File: src/rtl/sram_port0_arbiter.sv
// Shares port 0 of the 1rw1r SRAM between A (MAC RX writer) and B (host); macro controls are registered.
// Optional: define SRAM_ARB_ROUND_ROBIN_EN to alternate contended grants instead of fixed A-over-B priority.
module sram_port0_arbiter #(
  parameter int ADDR_W     = 10,
  parameter int DATA_W     = 8,
  parameter int NUM_WMASKS = 1
) (
  input  logic                  clk,
  input  logic                  rst_n,
  input  logic                  a_valid,
  output logic                  a_ready,
  input  logic                  a_we,
  input  logic [NUM_WMASKS-1:0] a_wmask,
  input  logic [ADDR_W-1:0]     a_addr,
  input  logic [DATA_W-1:0]     a_wdata,
  output logic                  a_rvalid,
  output logic [DATA_W-1:0]     a_rdata,
  input  logic                  b_valid,
  output logic                  b_ready,
  input  logic                  b_we,
  input  logic [NUM_WMASKS-1:0] b_wmask,
  input  logic [ADDR_W-1:0]     b_addr,
  input  logic [DATA_W-1:0]     b_wdata,
  output logic                  b_rvalid,
  output logic [DATA_W-1:0]     b_rdata,
  output logic                  csb0,
  output logic                  web0,
  output logic [NUM_WMASKS-1:0] wmask0,
  output logic [ADDR_W-1:0]     addr0,
  output logic [DATA_W-1:0]     din0,
  input  logic [DATA_W-1:0]     dout0
);
  typedef struct packed {
    logic is_read;
    logic is_b;
  } tag_t;

  logic                  grant_a, grant_b;
  logic                  csb0_q, csb0_d, web0_q, web0_d;
  logic [NUM_WMASKS-1:0] wmask0_q, wmask0_d;
  logic [ADDR_W-1:0]     addr0_q, addr0_d;
  logic [DATA_W-1:0]     din0_q, din0_d;
  // tag_q[0] travels with the issue cycle, tag_q[1] with the data-return cycle
  tag_t [1:0]            tag_q, tag_d;

`ifdef SRAM_ARB_ROUND_ROBIN_EN
  logic rr_b_q, rr_b_d;  // 1: B wins the next contended cycle

  always_comb begin
    grant_a = a_valid;
    grant_b = b_valid;
    rr_b_d  = rr_b_q;
    if (a_valid && b_valid) begin
      grant_a = ~rr_b_q;
      grant_b = rr_b_q;
      rr_b_d  = ~rr_b_q;
    end
  end

  always_ff @(posedge clk or negedge rst_n) begin
    if (!rst_n) rr_b_q <= 1'b0;
    else        rr_b_q <= rr_b_d;
  end
`else
  always_comb begin
    grant_a = a_valid;
    grant_b = b_valid & ~a_valid;
  end
`endif

  always_comb begin
    csb0_d   = 1'b1;
    web0_d   = 1'b1;
    wmask0_d = wmask0_q;
    addr0_d  = addr0_q;
    din0_d   = din0_q;
    tag_d[1] = tag_q[0];
    tag_d[0] = '0;
    if (grant_a) begin
      csb0_d   = 1'b0;
      web0_d   = ~a_we;
      wmask0_d = a_wmask;
      addr0_d  = a_addr;
      din0_d   = a_wdata;
      tag_d[0] = '{is_read: ~a_we, is_b: 1'b0};
    end else if (grant_b) begin
      csb0_d   = 1'b0;
      web0_d   = ~b_we;
      wmask0_d = b_wmask;
      addr0_d  = b_addr;
      din0_d   = b_wdata;
      tag_d[0] = '{is_read: ~b_we, is_b: 1'b1};
    end
  end

  always_ff @(posedge clk or negedge rst_n) begin
    if (!rst_n) begin
      csb0_q   <= 1'b1;
      web0_q   <= 1'b1;
      wmask0_q <= '0;
      addr0_q  <= '0;
      din0_q   <= '0;
      tag_q    <= '0;
    end else begin
      csb0_q   <= csb0_d;
      web0_q   <= web0_d;
      wmask0_q <= wmask0_d;
      addr0_q  <= addr0_d;
      din0_q   <= din0_d;
      tag_q    <= tag_d;
    end
  end

  assign a_ready  = grant_a;
  assign b_ready  = grant_b;
  assign csb0     = csb0_q;
  assign web0     = web0_q;
  assign wmask0   = wmask0_q;
  assign addr0    = addr0_q;
  assign din0     = din0_q;
  assign a_rvalid = tag_q[1].is_read & ~tag_q[1].is_b;
  assign b_rvalid = tag_q[1].is_read & tag_q[1].is_b;
  assign a_rdata  = dout0;
  assign b_rdata  = dout0;
endmodule

File: config.mk
export PLATFORM = sky130hd
export DESIGN_NAME = sram_port0_arbiter
export DESIGN_NICKNAME = d
export VERILOG_FILES = /design/src/rtl/sram_port0_arbiter.sv
export SDC_FILE = /design/constraint.sdc
export NUM_CORES = 1
export LEC_CHECK = 0
export CAP_MARGIN = 20
export CORE_UTILIZATION = 38
export CTS_CLUSTER_DIAMETER = 200
export CTS_CLUSTER_SIZE = 28
export DETAILED_ROUTE_END_ITERATION = 16
export DONT_BUFFER_PORTS = 1
export SLEW_MARGIN = 10
export SYNTH_ARGS = -nofsm -noshare
export SYNTH_HDL_FRONTEND = slang
export SYNTH_SLANG_ARGS = --single-unit
File: constraint.sdc
create_clock -name clk -period 0.8 [get_ports clk]
set_clock_uncertainty 0.1 [all_clocks]
set_input_delay 0.08 -clock clk [delete_from_list [all_inputs] [get_ports clk]]
set_output_delay 0.08 -clock clk [all_outputs]
set_load 0.02 [all_outputs]
==> impl_results.md <==
* Outcome: finished with violations
* Failing checks: negative hold slack, negative setup slack
* WP buf/inv at 0
* WS Path Type: flip-flop to output port
* Area growth from synthesis to layout at 16.9%
* Post-route DRC at 0
* Fill cells at ~300
* Unique masters post-synth at 17
* Delay of the slowest cell on the worst path at 0.43 ns
* Synth Warn # at 0
* Slowest cell on crit path: dfrtp_1
* Largest net degree at the start of global routing at 45
* Diode count at 0
* Hold_ws at -0.283 ns
* Clock Root Buffer: clkbuf_4
* CP Cell Sequence: nor2b_4
* Max Root-Sink Buffers at 2
* Number of instances in the placed design at 154
* CTS buffer count at 3
* Post-Syn Nets at roughly 170
* Layout cells sized above 1 at 0.417
* Setup WS post-layout at -0.310 ns
* Via count at 807
* Final layout net count at 173
* Pre-CTS setup slack at -0.0344 ns
* Gate Count Post-Synth at 115
* Die area at 3500 µm²
* CTS tree: done
* PD cells at between 1500 and 2000 nW/µm²
* Die Wd at ~59 µm
* Fmax at between 0.9 and 1 GHz
* First-pass GRT wire length at 3650 µm
* FP Rows at 20
* Starting Density at 0.404
* CP max FO at 2
* Detailed Route Iter0 Violations at 11
* Worst Setup End Kind: output port
* Clock Pin Slew Worst Setup and Hold Paths at 0.14 ns
* Final setup viols at 42
* HPWL after DPL at 1630 µm
* Tmin final at ~1.1 ns
* Routed Antenna Nets at 0
* CP arrival at between 0.9 and 1 ns
* Final Slew Violations at 0
* Vias in the first global route at 853
* Post-Route WL at 2360 µm
* DR vias/cell at 4.92
* Core ar. at between 3000 and 4000 µm²
* Buffers added on ports at 0
* Measured slew at the worst slew-check pin at 0.203 ns
* Sequential cell area fraction in the yosys report at 0.506
* Maximum vdd drop at around 660 µV
* Die height at 59.2 µm
* H-tree Lvls at 1
* Avg Cell Area, Syn at ~11 µm²
* Rel. slew slack at 0.864
* Max-cap viol count at 0
* CP delay by family, top: flip-flops
* Worst EP required at slightly above 0.6 ns
* Tot Pwr at 2620 µW
* Clk_lat worst skew at ~0.31 ns
* Setup TNS at -7.02 ns
* Hold Path Class: input pin to flip-flop
* Critical path startpoint category: flip-flop
* WL/cell at 14.4 µm
* GPL Wtd Cong at 0.638
* # IOs at 93
* CTS Hold Buffers Added at 5
* Initial antenna violation count at 0
* Final cell count without fillers at 164
* Drt first pass iters at 3
* Hold violation total from the final report at 21
* Syn Std Cell Area at between 1000 and 1500 µm²
* Global Route Usage Sum at 0.140
* Sink Count at 25
* Pleak at 0.000663 µW
* Overflow after GRT at 0
* RSZ-0062 raised after global routing: yes
* Final core occ at 0.472
* Crit share post-route at 1.39
* Count of state elements after synthesis at 25
path summary, 6_finish.rpt:
check	start	end	slack, ns	cells past startpoint
setup / recovery	tag_q[2]	a_rvalid	-0.31	1
hold / removal	a_we	web0	-0.28	1
setup reg to reg	addr0[2]	addr0[2]	-0.15	3
hold reg to reg	tag_d[3]	tag_q[3]	0.27	0
max in group asynchronous	rst_n	web0	0.31	2
min in group asynchronous	rst_n	tag_q[2]	0.07	2
cell families after synthesis:
| group | share of synthesized area |
|---|---|
| mux | 0.153 |
| flops | 0.506 |
| simple gates | 0.0826 |
| compound gates | 0.0927 |
| buf+inv | 0.166 |
placed cells by master (no fill, tap or decap), types with 2 or more instances in the layout:
cell type      synthesis  routed
buf_6                  1      20
clkbuf_4               0       3
dfrtp_1               23       4
dfrtp_2                0      19
dfstp_2                2       2
dlygate4sd3_1          0       4
inv_1                  2       2
mux2i_1               19      19
nand2_1               19      19
nor2b_4                0       2
o21ai_1               18      18
final cells by class:
| type | count | area (µm²) | share of cell area |
|---|---|---|---|
| sequential | 25 | 652 | 0.449 |
| inverter | 2 | 7.51 | 0.00517 |
| clock buffer | 3 | 22.5 | 0.0155 |
| multi-input combinational | 64 | 423 | 0.291 |
| timing repair buffer | 25 | 285 | 0.196 |
| clock inverter | 1 | 7.51 | 0.00517 |
| tap | 44 | 55.1 | 0.0379 |
where the power goes:
group	internal (µW)	switching, µW	leakage, µW
clock	191	394	0.0000139
combinational	305	256	0.000369
sequential	1390	82.9	0.000280
state kept, by name, indices dropped and copies added, names as in the netlist:
signal  flops
din0        8
csb0        1
tag_d       2
web0        1
wmask0      1
tag_q       2
addr0      10
synthesized netlist by cell type:
library cell | n | area share
a22oi_1 | 1 | 0.0060
mux2i_1 | 19 | 0.15
buf_4 | 17 | 0.10
nor2b_2 | 1 | 0.0071
buf_6 | 1 | 0.0091
dfrtp_1 | 23 | 0.46
and2_1 | 1 | 0.0050
nor2b_1 | 2 | 0.010
buf_2 | 4 | 0.016
inv_1 | 2 | 0.0060
o21ai_2 | 1 | 0.0071
dfstp_2 | 2 | 0.042
nor2_1 | 1 | 0.0030
a22o_1 | 1 | 0.0071
nand2_1 | 19 | 0.057
buf_12 | 2 | 0.032
o21ai_1 | 18 | 0.073
metrics by stage:
stage	hold slack (ns)	instance area, µm²
after detailed placement	-0.315	1270
final	-0.283	1450
after global placement	-0.315	1270
after CTS	-0.303	1440
after global routing	-0.310	1450
after floorplan	-0.316	1270
metal layers:
| metal | vias to the layer above | global-route usage | share of wire |
|---|---|---|---|
| li1 | 375 | - | - |
| met1 | 396 | 0.152 | 0.37 |
| met2 | 26 | 0.252 | 0.54 |
| met3 | 10 | 0.0284 | 0.061 |
| met4 | 0 | 0.0782 | 0.026 |
| met5 | - | 0 | 0 |
repair_timing:
item,4_1_cts,5_1_grt
hold endpoints to repair,48,21
gates resized for setup,22,1
setup buffers,0,1
setup endpoints to repair,42,42
pin swaps,1,0
Power figures use the tool's default switching activity.
